`src/rtl/fexp2_unit_pkg.sv`:
```
// Shared bfloat16 field widths, FSM state encoding and special result encodings
// for the exp2 datapath.
package fexp2_unit_pkg;
    localparam int EXP_WIDTH   = 8;
    localparam int FRACT_WIDTH = 7;
    localparam int S_WIDTH     = 1;
    localparam int BF_WIDTH    = S_WIDTH + EXP_WIDTH + FRACT_WIDTH;
    localparam int BIAS        = 127;

    typedef enum logic [2:0] {
        IDLE  = 3'd0,
        ALIGN = 3'd1,
        EVAL  = 3'd2,
        NORM  = 3'd3,
        DONE  = 3'd4
    } fexp_state_t;

    localparam logic [BF_WIDTH-1:0] BF_QNAN  = 16'h7FC0;
    localparam logic [BF_WIDTH-1:0] BF_PINF  = 16'h7F80;
    localparam logic [BF_WIDTH-1:0] BF_PZERO = 16'h0000;
    localparam logic [BF_WIDTH-1:0] BF_ONE   = 16'h3F80;
endpackage

```
`src/rtl/fexp2_unit_if.sv`:
```
// Operand/result bundle of the exp2 unit plus its FSM state for observation.
interface fexp2_unit_if
    import fexp2_unit_pkg::*;
();
    logic [S_WIDTH-1:0]     sign;
    logic [EXP_WIDTH-1:0]   exponent;
    logic [FRACT_WIDTH-1:0] fractional;
    logic                   valid_i;
    logic [S_WIDTH-1:0]     s_res_o;
    logic [EXP_WIDTH-1:0]   e_res_o;
    logic [FRACT_WIDTH-1:0] f_res_o;
    logic                   valid_o;
    logic                   busy_o;
    fexp_state_t            state;

    modport master (
        output sign, exponent, fractional, valid_i,
        input  s_res_o, e_res_o, f_res_o, valid_o, busy_o, state
    );
    modport slave (
        input  sign, exponent, fractional, valid_i,
        output s_res_o, e_res_o, f_res_o, valid_o, busy_o, state
    );
endinterface

```
`src/rtl/fexp2_const_rom.sv`:
```
// Table of C_k = 2^(2^-(idx+1)) in Q1.ACC_W, built by repeated square roots of 2
// while the design is elaborated.
module fexp2_const_rom #(
    parameter int FXP_FRAC = 16,
    parameter int ACC_W    = 22
) (
    input  logic [$clog2(FXP_FRAC)-1:0] k_idx,
    output logic [ACC_W:0]              c_k
);
    function automatic logic [FXP_FRAC-1:0][ACC_W:0] build_table();
        logic [FXP_FRAC-1:0][ACC_W:0] t;
        real c;
        real s;
        c = 2.0;
        for (int k = 0; k < FXP_FRAC; k++) begin
            s = c;
            for (int i = 0; i < 60; i++) s = 0.5 * (s + c / s);
            c = s;
            t[k] = (ACC_W+1)'($rtoi(c * real'(1 << ACC_W) + 0.5));
        end
        return t;
    endfunction

    localparam logic [FXP_FRAC-1:0][ACC_W:0] C_TABLE = build_table();

    assign c_k = C_TABLE[k_idx];
endmodule

```
`src/rtl/fexp2_unit.sv`:
```
// bfloat16 y = 2^x: x is aligned to Q8.FXP_FRAC, 2^frac is built one fraction bit per
// cycle from a constant table, then rounded to nearest-even with floor(x) as exponent.
module fexp2_unit
    import fexp2_unit_pkg::*;
#(
    parameter int FXP_FRAC = 16,
    parameter int ACC_W    = 22
) (
    input  logic        clk,
    input  logic        rst,
    fexp2_unit_if.slave bus
);
    localparam int INT_W  = 8;
    localparam int X_W    = INT_W + FXP_FRAC;
    localparam int CNT_W  = $clog2(FXP_FRAC);
    localparam int MANT_W = FRACT_WIDTH + 1;
    localparam int UNB_W  = EXP_WIDTH + 2;
    localparam logic signed [UNB_W-1:0] BIAS_S = UNB_W'(BIAS);
    localparam logic signed [UNB_W-1:0] SH_MAX = UNB_W'(INT_W - 1);
    localparam logic signed [UNB_W-1:0] E_MAX  = UNB_W'(2**EXP_WIDTH - 1);
    localparam logic [ACC_W:0]          ACC_ONE = {1'b1, {ACC_W{1'b0}}};

    fexp_state_t            state_q, state_d;
    logic [S_WIDTH-1:0]     op_sign_q;
    logic [EXP_WIDTH-1:0]   op_exp_q;
    logic [FRACT_WIDTH-1:0] op_frac_q;
    logic [INT_W-1:0]       n_q;
    logic [FXP_FRAC-1:0]    r_q;
    logic [ACC_W:0]         acc_q;
    logic [CNT_W-1:0]       cnt_q;
    logic                   special_q;
    logic [BF_WIDTH-1:0]    special_val_q;
    logic [S_WIDTH-1:0]     s_res_q;
    logic [EXP_WIDTH-1:0]   e_res_q;
    logic [FRACT_WIDTH-1:0] f_res_q;
    logic                   valid_q, valid_d, busy_q;

    logic signed [UNB_W-1:0] unb;
    logic [UNB_W-1:0]        sh_r;
    logic [X_W-1:0]          mant_fx, mag, x_fx;
    logic                    is_special;
    logic [BF_WIDTH-1:0]     special_val;

    assign unb  = $signed({2'b00, op_exp_q}) - BIAS_S;
    assign sh_r = -unb;

    always_comb begin
        mant_fx = X_W'({1'b1, op_frac_q}) << (FXP_FRAC - FRACT_WIDTH);
        mag     = unb[UNB_W-1] ? (mant_fx >> sh_r) : (mant_fx << $unsigned(unb));
        x_fx    = op_sign_q[0] ? (~mag + 1'b1) : mag;
    end

    always_comb begin
        is_special  = 1'b1;
        special_val = BF_PZERO;
        if (op_exp_q == '1)
            special_val = (op_frac_q != '0) ? BF_QNAN : (op_sign_q[0] ? BF_PZERO : BF_PINF);
        else if (op_exp_q == '0)
            special_val = BF_ONE;
        else if (unb >= SH_MAX)
            special_val = op_sign_q[0] ? BF_PZERO : BF_PINF;
        else
            is_special = 1'b0;
    end

    logic [ACC_W:0]       c_k;
    logic [2*ACC_W+1:0]   prod;
    logic                 prod_unused;

    fexp2_const_rom #(.FXP_FRAC(FXP_FRAC), .ACC_W(ACC_W)) u_rom (
        .k_idx (cnt_q),
        .c_k   (c_k)
    );

    assign prod        = acc_q * c_k;
    assign prod_unused = ^{prod[2*ACC_W+1], prod[ACC_W-1:0]};

    logic                    lsb, guard, sticky, rnd_up;
    logic [MANT_W:0]         mant_r;
    logic signed [UNB_W-1:0] e_calc;
    logic [BF_WIDTH-1:0]     norm_val, result;

    always_comb begin
        lsb    = acc_q[ACC_W-FRACT_WIDTH];
        guard  = acc_q[ACC_W-FRACT_WIDTH-1];
        sticky = |acc_q[ACC_W-FRACT_WIDTH-2:0];
        rnd_up = guard & (sticky | lsb);
        mant_r = {1'b0, acc_q[ACC_W -: MANT_W]} + {{MANT_W{1'b0}}, rnd_up};
        // A carry out of the rounded mantissa means 2.0: bump E, low fraction bits are already 0
        e_calc = $signed({{(UNB_W-INT_W){n_q[INT_W-1]}}, n_q}) + BIAS_S
               + $signed({{(UNB_W-1){1'b0}}, mant_r[MANT_W]});
        if (e_calc[UNB_W-1] || (e_calc == '0))
            norm_val = BF_PZERO;
        else if (e_calc >= E_MAX)
            norm_val = BF_PINF;
        else
            norm_val = {{S_WIDTH{1'b0}}, e_calc[EXP_WIDTH-1:0], mant_r[FRACT_WIDTH-1:0]};
        result = special_q ? special_val_q : norm_val;
    end

    // Handshake: valid_i is sampled only in IDLE and must stay high until valid_o is seen;
    // valid_o rises one edge after DONE is entered and drops on the first edge in DONE
    // (with valid_o already high) where valid_i is low, returning to IDLE without re-accepting.
    always_comb begin
        state_d = state_q;
        valid_d = 1'b0;
        unique case (state_q)
            IDLE:  if (bus.valid_i) state_d = ALIGN;
            ALIGN: state_d = EVAL;
            EVAL:  if (cnt_q == CNT_W'(FXP_FRAC - 1)) state_d = NORM;
            NORM:  state_d = DONE;
            DONE: begin
                if (valid_q && !bus.valid_i) state_d = IDLE;
                else                         valid_d = 1'b1;
            end
            default: state_d = IDLE;
        endcase
    end

    always_ff @(posedge clk or negedge rst) begin
        if (!rst) begin
            state_q       <= IDLE;
            op_sign_q     <= '0;
            op_exp_q      <= '0;
            op_frac_q     <= '0;
            n_q           <= '0;
            r_q           <= '0;
            acc_q         <= '0;
            cnt_q         <= '0;
            special_q     <= 1'b0;
            special_val_q <= '0;
            s_res_q       <= '0;
            e_res_q       <= '0;
            f_res_q       <= '0;
            valid_q       <= 1'b0;
            busy_q        <= 1'b0;
        end else begin
            state_q <= state_d;
            valid_q <= valid_d;
            busy_q  <= (state_d != IDLE);
            unique case (state_q)
                IDLE: if (bus.valid_i) begin
                    op_sign_q <= bus.sign;
                    op_exp_q  <= bus.exponent;
                    op_frac_q <= bus.fractional;
                end
                ALIGN: begin
                    n_q           <= x_fx[X_W-1 -: INT_W];
                    r_q           <= x_fx[FXP_FRAC-1:0];
                    special_q     <= is_special;
                    special_val_q <= special_val;
                    acc_q         <= ACC_ONE;
                    cnt_q         <= '0;
                end
                EVAL: begin
                    if (r_q[FXP_FRAC-1]) acc_q <= prod[2*ACC_W:ACC_W];
                    r_q   <= r_q << 1;
                    cnt_q <= cnt_q + 1'b1;
                end
                NORM: {s_res_q, e_res_q, f_res_q} <= result;
                default: ;
            endcase
        end
    end

    assign bus.s_res_o = s_res_q;
    assign bus.e_res_o = e_res_q;
    assign bus.f_res_o = f_res_q;
    assign bus.valid_o = valid_q;
    assign bus.busy_o  = busy_q;
    assign bus.state   = state_q;
endmodule
```
`src/flat_wrapper.sv`:
```
// flat-port wrapper written by rule: the top's interface ports become plain ports
module fexp2_unit_flat import fexp2_unit_pkg::*;
#(
    parameter int FXP_FRAC = 16,
    parameter int ACC_W    = 22
)
  (clk, rst, bus_sign, bus_exponent, bus_fractional, bus_valid_i, bus_s_res_o, bus_e_res_o, bus_f_res_o, bus_valid_o, bus_busy_o, bus_state);
  fexp2_unit_if bus_i ();
  input  logic clk;
  input  logic rst;
  input wire logic [$bits(bus_i.sign)-1:0] bus_sign;
  input wire logic [$bits(bus_i.exponent)-1:0] bus_exponent;
  input wire logic [$bits(bus_i.fractional)-1:0] bus_fractional;
  input wire logic [$bits(bus_i.valid_i)-1:0] bus_valid_i;
  output wire logic [$bits(bus_i.s_res_o)-1:0] bus_s_res_o;
  output wire logic [$bits(bus_i.e_res_o)-1:0] bus_e_res_o;
  output wire logic [$bits(bus_i.f_res_o)-1:0] bus_f_res_o;
  output wire logic [$bits(bus_i.valid_o)-1:0] bus_valid_o;
  output wire logic [$bits(bus_i.busy_o)-1:0] bus_busy_o;
  output wire logic [$bits(bus_i.state)-1:0] bus_state;
  assign bus_i.sign = bus_sign;
  assign bus_i.exponent = bus_exponent;
  assign bus_i.fractional = bus_fractional;
  assign bus_i.valid_i = bus_valid_i;
  assign bus_s_res_o = bus_i.s_res_o;
  assign bus_e_res_o = bus_i.e_res_o;
  assign bus_f_res_o = bus_i.f_res_o;
  assign bus_valid_o = bus_i.valid_o;
  assign bus_busy_o = bus_i.busy_o;
  assign bus_state = bus_i.state;
  fexp2_unit #(.FXP_FRAC(FXP_FRAC), .ACC_W(ACC_W)) u_core (.clk(clk), .rst(rst), .bus(bus_i));
endmodule
```
`config.mk`:
```
export PLATFORM = sky130hd
export DESIGN_NAME = fexp2_unit_flat
export DESIGN_NICKNAME = d
export VERILOG_FILES = /design/src/rtl/fexp2_unit_pkg.sv /design/src/rtl/fexp2_unit_if.sv /design/src/rtl/fexp2_const_rom.sv /design/src/rtl/fexp2_unit.sv /design/src/flat_wrapper.sv
export SDC_FILE = /design/constraint.sdc
export NUM_CORES = 1
export LEC_CHECK = 0
export CAP_MARGIN = 20
export CORE_AREA = 2 2 217 219
export DETAILED_ROUTE_END_ITERATION = 6
export DIE_AREA = 0 0 219 221
export PLACE_DENSITY = 0.68
export SYNTH_ARGS = -nofsm -noshare
export SYNTH_HDL_FRONTEND = slang
export SYNTH_SLANG_ARGS = --single-unit
```
`constraint.sdc`:
```
create_clock -name clk -period 22 [get_ports clk]
set_clock_uncertainty 0.15 [all_clocks]
set_input_delay 4.4 -clock clk [delete_from_list [all_inputs] [get_ports clk]]
set_output_delay 4.4 -clock clk [all_outputs]
set_load 0.05 [all_outputs]
```
Word level (Yosys, flattened, before mapping) --
Memory sizes are Yosys's and may differ from the RTL's. Cells that the tools add are included.
Cells by class: add/sub/neg operators 7, multipliers 1, order comparisons 3, equality and inequality tests 7, shifts and indexed selects 2, muxes and demuxes 24, bitwise logic cells 3, reduce and logical (&&, ||, !) cells 12
Operator list (number):
- $mux W16 | 6
- $mux W24 | 2
- $mux W23 | 2
- $pmux W23 S2 | 1
- $mul A23 B23 Y45 | 1
- $pmux W16 S2 | 1
- $mux W15 | 2
- $add A24 B1 Y24 const B | 1
- $not A24 Y24 | 1
- $shl A17 B10 Y24 | 1
- $shr A17 B10 Y24 | 1
- $pmux W3 S5 | 1
- $reduce_or A14 Y1 | 1
- $add A10 B2 Y10 | 1
- $ge A10 B4 Y1 const B | 1
- $ge A10 B9 Y1 const B | 1
- $logic_not A10 Y1 | 1
- $neg A10 Y10 | 1
- $add A8 B1 Y9 | 1
- $add A8 B8 Y9 const B | 1
- $mux W3 | 3
- $sub A8 B7 Y9 const B | 1
- $eq A8 B8 Y1 const B | 1
- $logic_not A8 Y1 | 1
- other kinds (19) | 25
Storage, ports and cells: register bits after elaboration 105, bits in read-only memories 368, input bits 19, output and inout bits 21, memories kept 1
Memories:
- (name not given) | words 16, bits a word 23, read ports 1, clocked after memory_dff 0, write ports 0, RTL line fexp2_const_rom.sv:26 | assign c_k = C_TABLE[k_idx];

Logic depth before layout (Yosys ltp) --
Gate-level depths: netlist (run 1).
word-level depth 9, depth in mapped cells 35

Modules after synthesis --
A second synthesis (run 1) with hierarchy kept.
Unflattened totals: cell total of the unflattened synthesis 2680, area total of the unflattened synthesis 23281.1 um^2
By module, submodules not included:
- fexp2_unit | instances 1, cells each 2605, area an instance 22765.6 um^2, sequential area each 2277.2 um^2
- fexp2_const_rom | instances 1, cells each 75, area an instance 515.5 um^2, sequential area each 0.0 um^2

Worst setup path after synthesis (run 1) --
Ideal clock, no wire load.
kind register -> register, from register u_core.cnt_q[1], to register u_core.acc_q[21], arrival time 8455 ps, required time 21719 ps, slack 13264 ps, stages on the path, launching flop included 32, period minus slack after synthesis 8736 ps, cell sequence dfrtp_1 -> clkbuf_1 -> inv_1 -> ha_1 -> clkbuf_1 -> nor2b_1 -> a21oi_1 -> a21oi_1 -> clkbuf_1 -> nand2_1 -> fa_1 -> fa_1 -> fa_1 -> fa_1 -> fa_1 -> inv_1 -> fa_1 -> inv_1 -> fa_1 -> inv_1 -> ha_1 -> o21a_1 -> o2111ai_1 -> or4_1 -> a211o_1 -> a211oi_4 -> o2111ai_2 -> and3_4 -> o21ai_4 -> a21boi_2 -> nor4bb_1 -> or3_1
On the way: word-level cells in the longest chain between the ends 5
RTL lines:
- start, declared | RTL line fexp2_unit.sv:30 | logic [CNT_W-1:0] cnt_q;
- start signal, assigned | RTL line fexp2_unit.sv:158 | cnt_q <= cnt_q + 1'b1;
- $mem_v2 Z16 W23
- $mux W23 (implied by the code) | RTL line fexp2_const_rom.sv:26
- $mul A23 B23 Y45 | RTL line fexp2_unit.sv:75 | assign prod = acc_q * c_k;
- $mux W23 | RTL line fexp2_unit.sv:156 | if (r_q[FXP_FRAC-1]) acc_q <= prod[2*ACC_W:ACC_W];
- $pmux W23 S2 | RTL line fexp2_unit.sv:141 | unique case (state_q)
- end signal, assigned | RTL line fexp2_unit.sv:156
- end, declared | RTL line fexp2_unit.sv:29 | logic [ACC_W:0] acc_q;
No other way between the ends. The select of a mux whose other input is x is not followed. A chain may end at the register's enable or synchronous reset.

Final worst setup path (run 1) --
Same ends and word-level chain as after synthesis.

==> results.json, run 1 <==
{
  "io_buffers": 38,
  "r2r_slack_ns": 12.46,
  "cts_sinks": 91,
  "r2r_start": "u_core.cnt_q[1]$_DFFE_PN0P_",
  "num_rows": 79,
  "path_clk_slew_ns": 0.08,
  "cts_tree": "built",
  "grt_pass1_wl_mm": 101,
  "layout_min_cycle_time_ns": 9.54,
  "core_area_um2": 46100,
  "post-route-drc-count": 0,
  "yosysWarningCount": 0,
  "cts_resized": 0,
  "fin_setup_tns_ns": 0,
  "ioPinCount": 40,
  "hold_viol": 0,
  "maxCapViolCount": 0,
  "path_class": "flip-flop to flip-flop",
  "place_area_um2": 23800,
  "area_delta_synth_final_pct": 5.90,
  "yosys.cell_types.count": 99,
  "fillerInstances": 4305,
  "tightest_slew_ns": 1.06,
  "maxSlewViolCount": 0,
  "drive_above_1_share": 0.0538,
  "critPathTopFamily": "adder cells",
  "r2r_cells": 32,
  "cts_setup_buffers": 0,
  "synth_edf_count": 0,
  "slew-limit-headroom": 0.288,
  "antenna_found_initial": 0,
  "wl_mm": 61.1,
  "clockBufferDepth": 2,
  "seq_area_frac_synth": 0.0999,
  "max_freq_mhz": 105,
  "via_per_inst": 5.60,
  "critPathMaxStageDelay_ns": 0.62,
  "grt_max_degree": 61,
  "hold_ws_ns": 0.335,
  "critical_path.startpoint": "u_core.cnt_q[1]$_DFFE_PN0P_",
  "grt_usage": 0.264,
  "worstHoldPathType": "flip-flop to flip-flop",
  "drt_iter0_drc": 1240,
  "cp-endpoint": "u_core.acc_q[21]$_DFFE_PN0P_",
  "final_nets": 3192,
  "async_reset_ff_frac": 1.00,
  "syn_inst": 2607,
  "min_delay_path_depth": 2,
  "synthFlopType": "dfrtp_1",
  "mappedNetlistArea_um2": 22800,
  "utilization": 0.524,
  "setup_violations": 0,
  "overflow": 0,
  "status": "finished, final reports clean",
  "ff_latch_area_um2": 2280,
  "crit_buf_inv": 8,
  "required_ns": 22.07,
  "critical_path_arrival_ns": 9.61,
  "multi_input_area_um2": 18100,
  "dp_hpwl_mm": 45.8,
  "synth_nets": 3240,
  "rsz0062_at_grt": "false",
  "cts.htree.levels": 3,
  "antenna_left": 0,
  "r2r_end": "u_core.acc_q[21]$_DFFE_PN0P_",
  "clock_latency_ns": 0.36,
  "firstDrtPassIters": 6,
  "synth_seq_cells": 91,
  "slowest_stage": "dfrtp_1",
  "fp.dieH_um": 221,
  "crit_cells": 32,
  "wire_per_inst_um": 19.2,
  "die-area_um2": 48400,
  "grt_pass1_vias": 19100,
  "start_kind": "flip-flop",
  "start_util": 0.495,
  "fin_crit_sh": 0.434,
  "vias": 17700,
  "die_w_um": 219,
  "path_max_fanout": 23,
  "cts_hold_buffers": 0,
  "end_kind": "flip-flop",
  "synth.avg_cell_area_um2": 8.74,
  "place.gp.congestion": 0.898,
  "cts_buffers": 9,
  "fin_area_um2": 24100,
  "cts-root-buf": "clkbuf_16"
}
[layer usage]
| metal | share of wire | routed length, um | GRT usage |
|---|---|---|---|
| met4 | 0.039 | 2380 | 0.0865 |
| met2 | 0.47 | 29000 | 0.434 |
| met5 | 0 | 0 | 0 |
| met1 | 0.41 | 24900 | 0.353 |
| met3 | 0.078 | 4750 | 0.0448 |
[worst min-delay path: stages (launching register included)]
cell     delay, ns
dfrtp_1       0.35
nand2_1       0.05
o21ai_0       0.06
[synthesized netlist by cell type (12+ instances only)]
cell / n / area (um^2)
a21o_1: 13 / 97.6
a21oi_1: 67 / 335
a22oi_1: 19 / 143
a31oi_1: 12 / 75.1
and2_1: 247 / 1550
buf_2: 12 / 60.1
clkbuf_1: 116 / 435
dfrtp_1: 91 / 2280
fa_1: 414 / 8290
ha_1: 200 / 2500
inv_1: 499 / 1870
mux2_2: 18 / 203
mux2i_1: 18 / 180
nand2_1: 342 / 1280
nand2b_1: 13 / 81.3
nand3_1: 47 / 235
nor2_1: 73 / 274
nor2b_1: 12 / 75.1
nor3_1: 20 / 100
o21ai_0: 83 / 415
o21ai_1: 40 / 200
xnor2_1: 28 / 245
xor2_1: 29 / 254
[cell families (layout without fill, tap and decap cells)]
group,after synthesis,after routing,share of synthesized area
AO/OA/AOI/OAI,325,325,0.0922
XOR/XNOR,59,59,0.0238
adder cells (fa/ha/maj),614,614,0.473
buffers and inverters,647,604,0.109
flip-flops,91,91,0.0999
multiplexers,40,40,0.0194
other,1,2,0.000165
AND/OR/NAND/NOR,830,830,0.182
[state kept, by name, summed over array words and instances (netlist names)]
name,count
u_core.op_sign_q,1
u_core.op_frac_q,7
u_core.special_q,1
u_core.bus.busy_o,1
u_core.bus.f_res_o,7
u_core.bus.valid_o,1
u_core.acc_q,23
u_core.cnt_q,4
u_core.special_val_q,3
u_core.n_q,8
u_core.bus.state,3
u_core.bus.e_res_o,8
u_core.op_exp_q,8
u_core.r_q,16
[layout make-up]
cell class	count	share of cell area
sequential	91	0.0943
multi-input combinational	1869	0.752
timing repair buffer	87	0.0316
clock inverter	7	0.00368
antenna	1	0.000104
clock buffer	9	0.00933
tap	607	0.0315
inverter	501	0.0779
[metrics by stage]
stage | cells | setup slack, ns
CTS | 3168 | 12.56
global placement | 3152 | 12.73
detailed placement | 3152 | 12.62
finish | 3172 | 12.46
global route | 3171 | 12.02
floorplan | 2607 | 13.26
[placed cells by master (no fill, tap or decap), types with 5 or more instances in the layout]
cell type          n
or3_1              8
nand3_1           47
a31oi_1           10
o211ai_1           7
o21ai_1           42
nand2b_1          13
o21ai_0           81
o21a_1             6
xnor2_1           28
and2_1           247
and3_1             8
o22ai_1            5
nor4_1            10
nand4_1            5
nor2b_1           12
fa_1             414
or4_1              5
or2_2              6
buf_4             48
nor3_1            17
mux2_2            18
xor2_1            29
a21oi_1           63
a21o_1            13
clkbuf_16          9
nand2_1          341
ha_1             200
a22oi_1           19
clkdlybuf4s50_1   37
nor3b_1            7
a211oi_1           5
mux2i_1           18
o31ai_1           10
nor2_1            73
dfrtp_1           91
inv_1            499
[worst min-delay path by stage]
| stage | startpoint | to |
|---|---|---|
| finish | u_core.bus.f_res_o[6]$_DFFE_PN0N_ | u_core.bus.f_res_o[6]$_DFFE_PN0N_ |
| global route | u_core.r_q[0]$_DFFE_PN0P_ | u_core.r_q[0]$_DFFE_PN0P_ |
| CTS | u_core.bus.f_res_o[6]$_DFFE_PN0N_ | u_core.bus.f_res_o[6]$_DFFE_PN0N_ |
| detailed placement | u_core.bus.f_res_o[6]$_DFFE_PN0N_ | u_core.bus.f_res_o[6]$_DFFE_PN0N_ |
| global placement | u_core.special_val_q[14]$_DFFE_PN0P_ | u_core.special_val_q[14]$_DFFE_PN0P_ |
| floorplan | u_core.special_val_q[6]$_DFFE_PN0P_ | u_core.special_val_q[6]$_DFFE_PN0P_ |
Power of run 1 is left out: the tool's default activity adds up to more than one toggle a clock period on the data nets, which glitch-free logic cannot reach.
==> run 2, diff against run 1 <==
==> constraint.sdc (replaced) <==
create_clock -name clk -period 9.5 [get_ports clk]
set_clock_uncertainty 0.15 [all_clocks]
set_input_delay 1.9 -clock clk [delete_from_list [all_inputs] [get_ports clk]]
set_output_delay 1.9 -clock clk [all_outputs]
set_load 0.05 [all_outputs]
==> run 2 against run 1 <==
Compared with the run above: register-to-register slack worse by 12 ns; first-iteration DRC count is 14% higher; non-clock buffer count grew 8; hold slack better by 0.0096 ns; wire length shrank 3.3%; via count fell by 0.20%; highest routed layer unchanged; maximum frequency grew 4.8%; final area is 0.17% higher; final cell count increased by 0.22%; critical path type unchanged; die area is the same.
==> results.json, run 2 (same netlist as run 1, synthesis figures left out) <==
{
  "status": "finished, final reports clean",
  "largest_reg_flops": 23,
  "cts_hold_buffers": 0,
  "fin_area_um2": 24200,
  "post-route-drc-count": 0,
  "dp_hpwl_mm": 46.0,
  "grt_pass1_wl_mm": 97.8,
  "io_buffers": 38,
  "maxCapViolCount": 0,
  "cts_tree": "built",
  "end_kind": "flip-flop",
  "slew-limit-headroom": 0.250,
  "critPathMostFrequentCell": "fa_1",
  "core_area_um2": 46100,
  "area_delta_synth_final_pct": 6.08,
  "worstHoldPathType": "flip-flop to flip-flop",
  "antenna_cells": 0,
  "final_common_cell": "inv_1",
  "final_cell_mix": "inv_1 (499), fa_1 (414), nand2_1 (341)",
  "layout_min_cycle_time_ns": 9.10,
  "num_rows": 79,
  "top_register": "u_core.acc_q",
  "path_max_fanout": 22,
  "fin_crit_sh": 0.958,
  "drive_above_1_share": 0.0568,
  "utilization": 0.525,
  "reg_top3": "u_core.acc_q: 23 flops, u_core.r_q: 16 flops",
  "path_clk_slew_ns": 0.08,
  "fin_setup_tns_ns": 0,
  "drt_iter0_drc": 1419,
  "cts_buffers": 9,
  "cts_setup_buffers": 0,
  "tightest_slew_ns": 1.12,
  "cts_sinks": 91,
  "cts-root-buf": "clkbuf_16",
  "critical_path_arrival_ns": 9.19,
  "slowest_stage": "fa_1",
  "grt_usage": 0.255,
  "ioPinCount": 40,
  "die_w_um": 219,
  "cts.htree.levels": 3,
  "setup_violations": 0,
  "clock_latency_ns": 0.37,
  "overflow": 0,
  "fp.dieH_um": 221,
  "antenna_found_initial": 1,
  "antenna_left": 0,
  "hold_ws_ns": 0.345,
  "grt_pass1_vias": 18700,
  "place_area_um2": 23800,
  "start_kind": "flip-flop",
  "start_util": 0.495,
  "wire_per_inst_um": 18.6,
  "wl_mm": 59.0,
  "via_per_inst": 5.57,
  "max_freq_mhz": 110,
  "final_nets": 3200,
  "hold_viol": 0,
  "place.gp.congestion": 0.924,
  "path_class": "flip-flop to flip-flop",
  "maxSlewViolCount": 0,
  "grt_max_degree": 61,
  "die-area_um2": 48400,
  "critPathMaxStageDelay_ns": 0.56,
  "vias": 17700,
  "rsz0062_at_grt": "false",
  "required_ns": 9.59,
  "clockBufferDepth": 2,
  "firstDrtPassIters": 5
}
==> run 2: changes by cell type in the layout (fill, tap and decap cells not counted), moves of 2 or more <==
cell	delta
nor3_4	-2
inv_8	-2
buf_4	+9
nor3_2	+2
==> run 2: final timing paths <==
check	from	end	slack [ns]	depth (start not counted)
worst max-delay path	u_core.cnt_q[0]$_DFFE_PN0P_	u_core.acc_q[21]$_DFFE_PN0P_	0.40	30
worst min-delay path	u_core.special_val_q[14]$_DFFE_PN0P_	u_core.special_val_q[14]$_DFFE_PN0P_	0.35	2
worst max register to register	u_core.cnt_q[0]$_DFFE_PN0P_	u_core.acc_q[21]$_DFFE_PN0P_	0.40	30
worst min register to register	u_core.special_val_q[14]$_DFFE_PN0P_	u_core.special_val_q[14]$_DFFE_PN0P_	0.35	2
max in group asynchronous	rst	u_core.acc_q[8]$_DFFE_PN0P_	6.74	2
min in group asynchronous	rst	u_core.op_frac_q[0]$_DFFE_PN0P_	1.30	1
==> run 2: per-stage QoR <==
| stage | std cells | setup WS [ns] |
|---|---|---|
| 2_1_floorplan | 2607 | 0.764 |
| 6_report | 3179 | 0.400 |
| 3_3_place_gp | 3162 | 0.563 |
| 5_1_grt | 3179 | 0.0595 |
| 4_1_cts | 3178 | 0.343 |
| 3_5_place_dp | 3162 | 0.407 |
==> run 2: area by class of cell <==
cell class,instances,area [um^2]
clock buffer,9,225
clock inverter,7,91.3
fill,4276,21900
inverter,501,1880
multi-input combinational,1869,18100
sequential,91,2280
tap,607,759
timing repair buffer,95,826
==> run 2: critical path: cells and delay by family, from the launching register on <==
kind	cells	cell delay (ns)
AOI/OAI and AO/OA	8	1.82
adders and majority gates	9	4.10
and+or+nand+nor	7	1.84
DFF	1	0.38
buffers and inverters	6	0.65
==> run 2: what timing repair did <==
item	in CTS	in global routing
endpoints found under the setup margin	0	1
gates resized for setup	0	1
endpoints found under the hold margin	0	0
==> run 2: metal layers <==
metal  GRT usage  share of wire  up-vias
met2       0.422           0.48      644
met4      0.0817          0.033        0
met3      0.0335          0.070      120
li1            -              -     8000
met5           0              0        -
met1       0.348           0.42     8949
Power of run 2 is left out for the same reason.
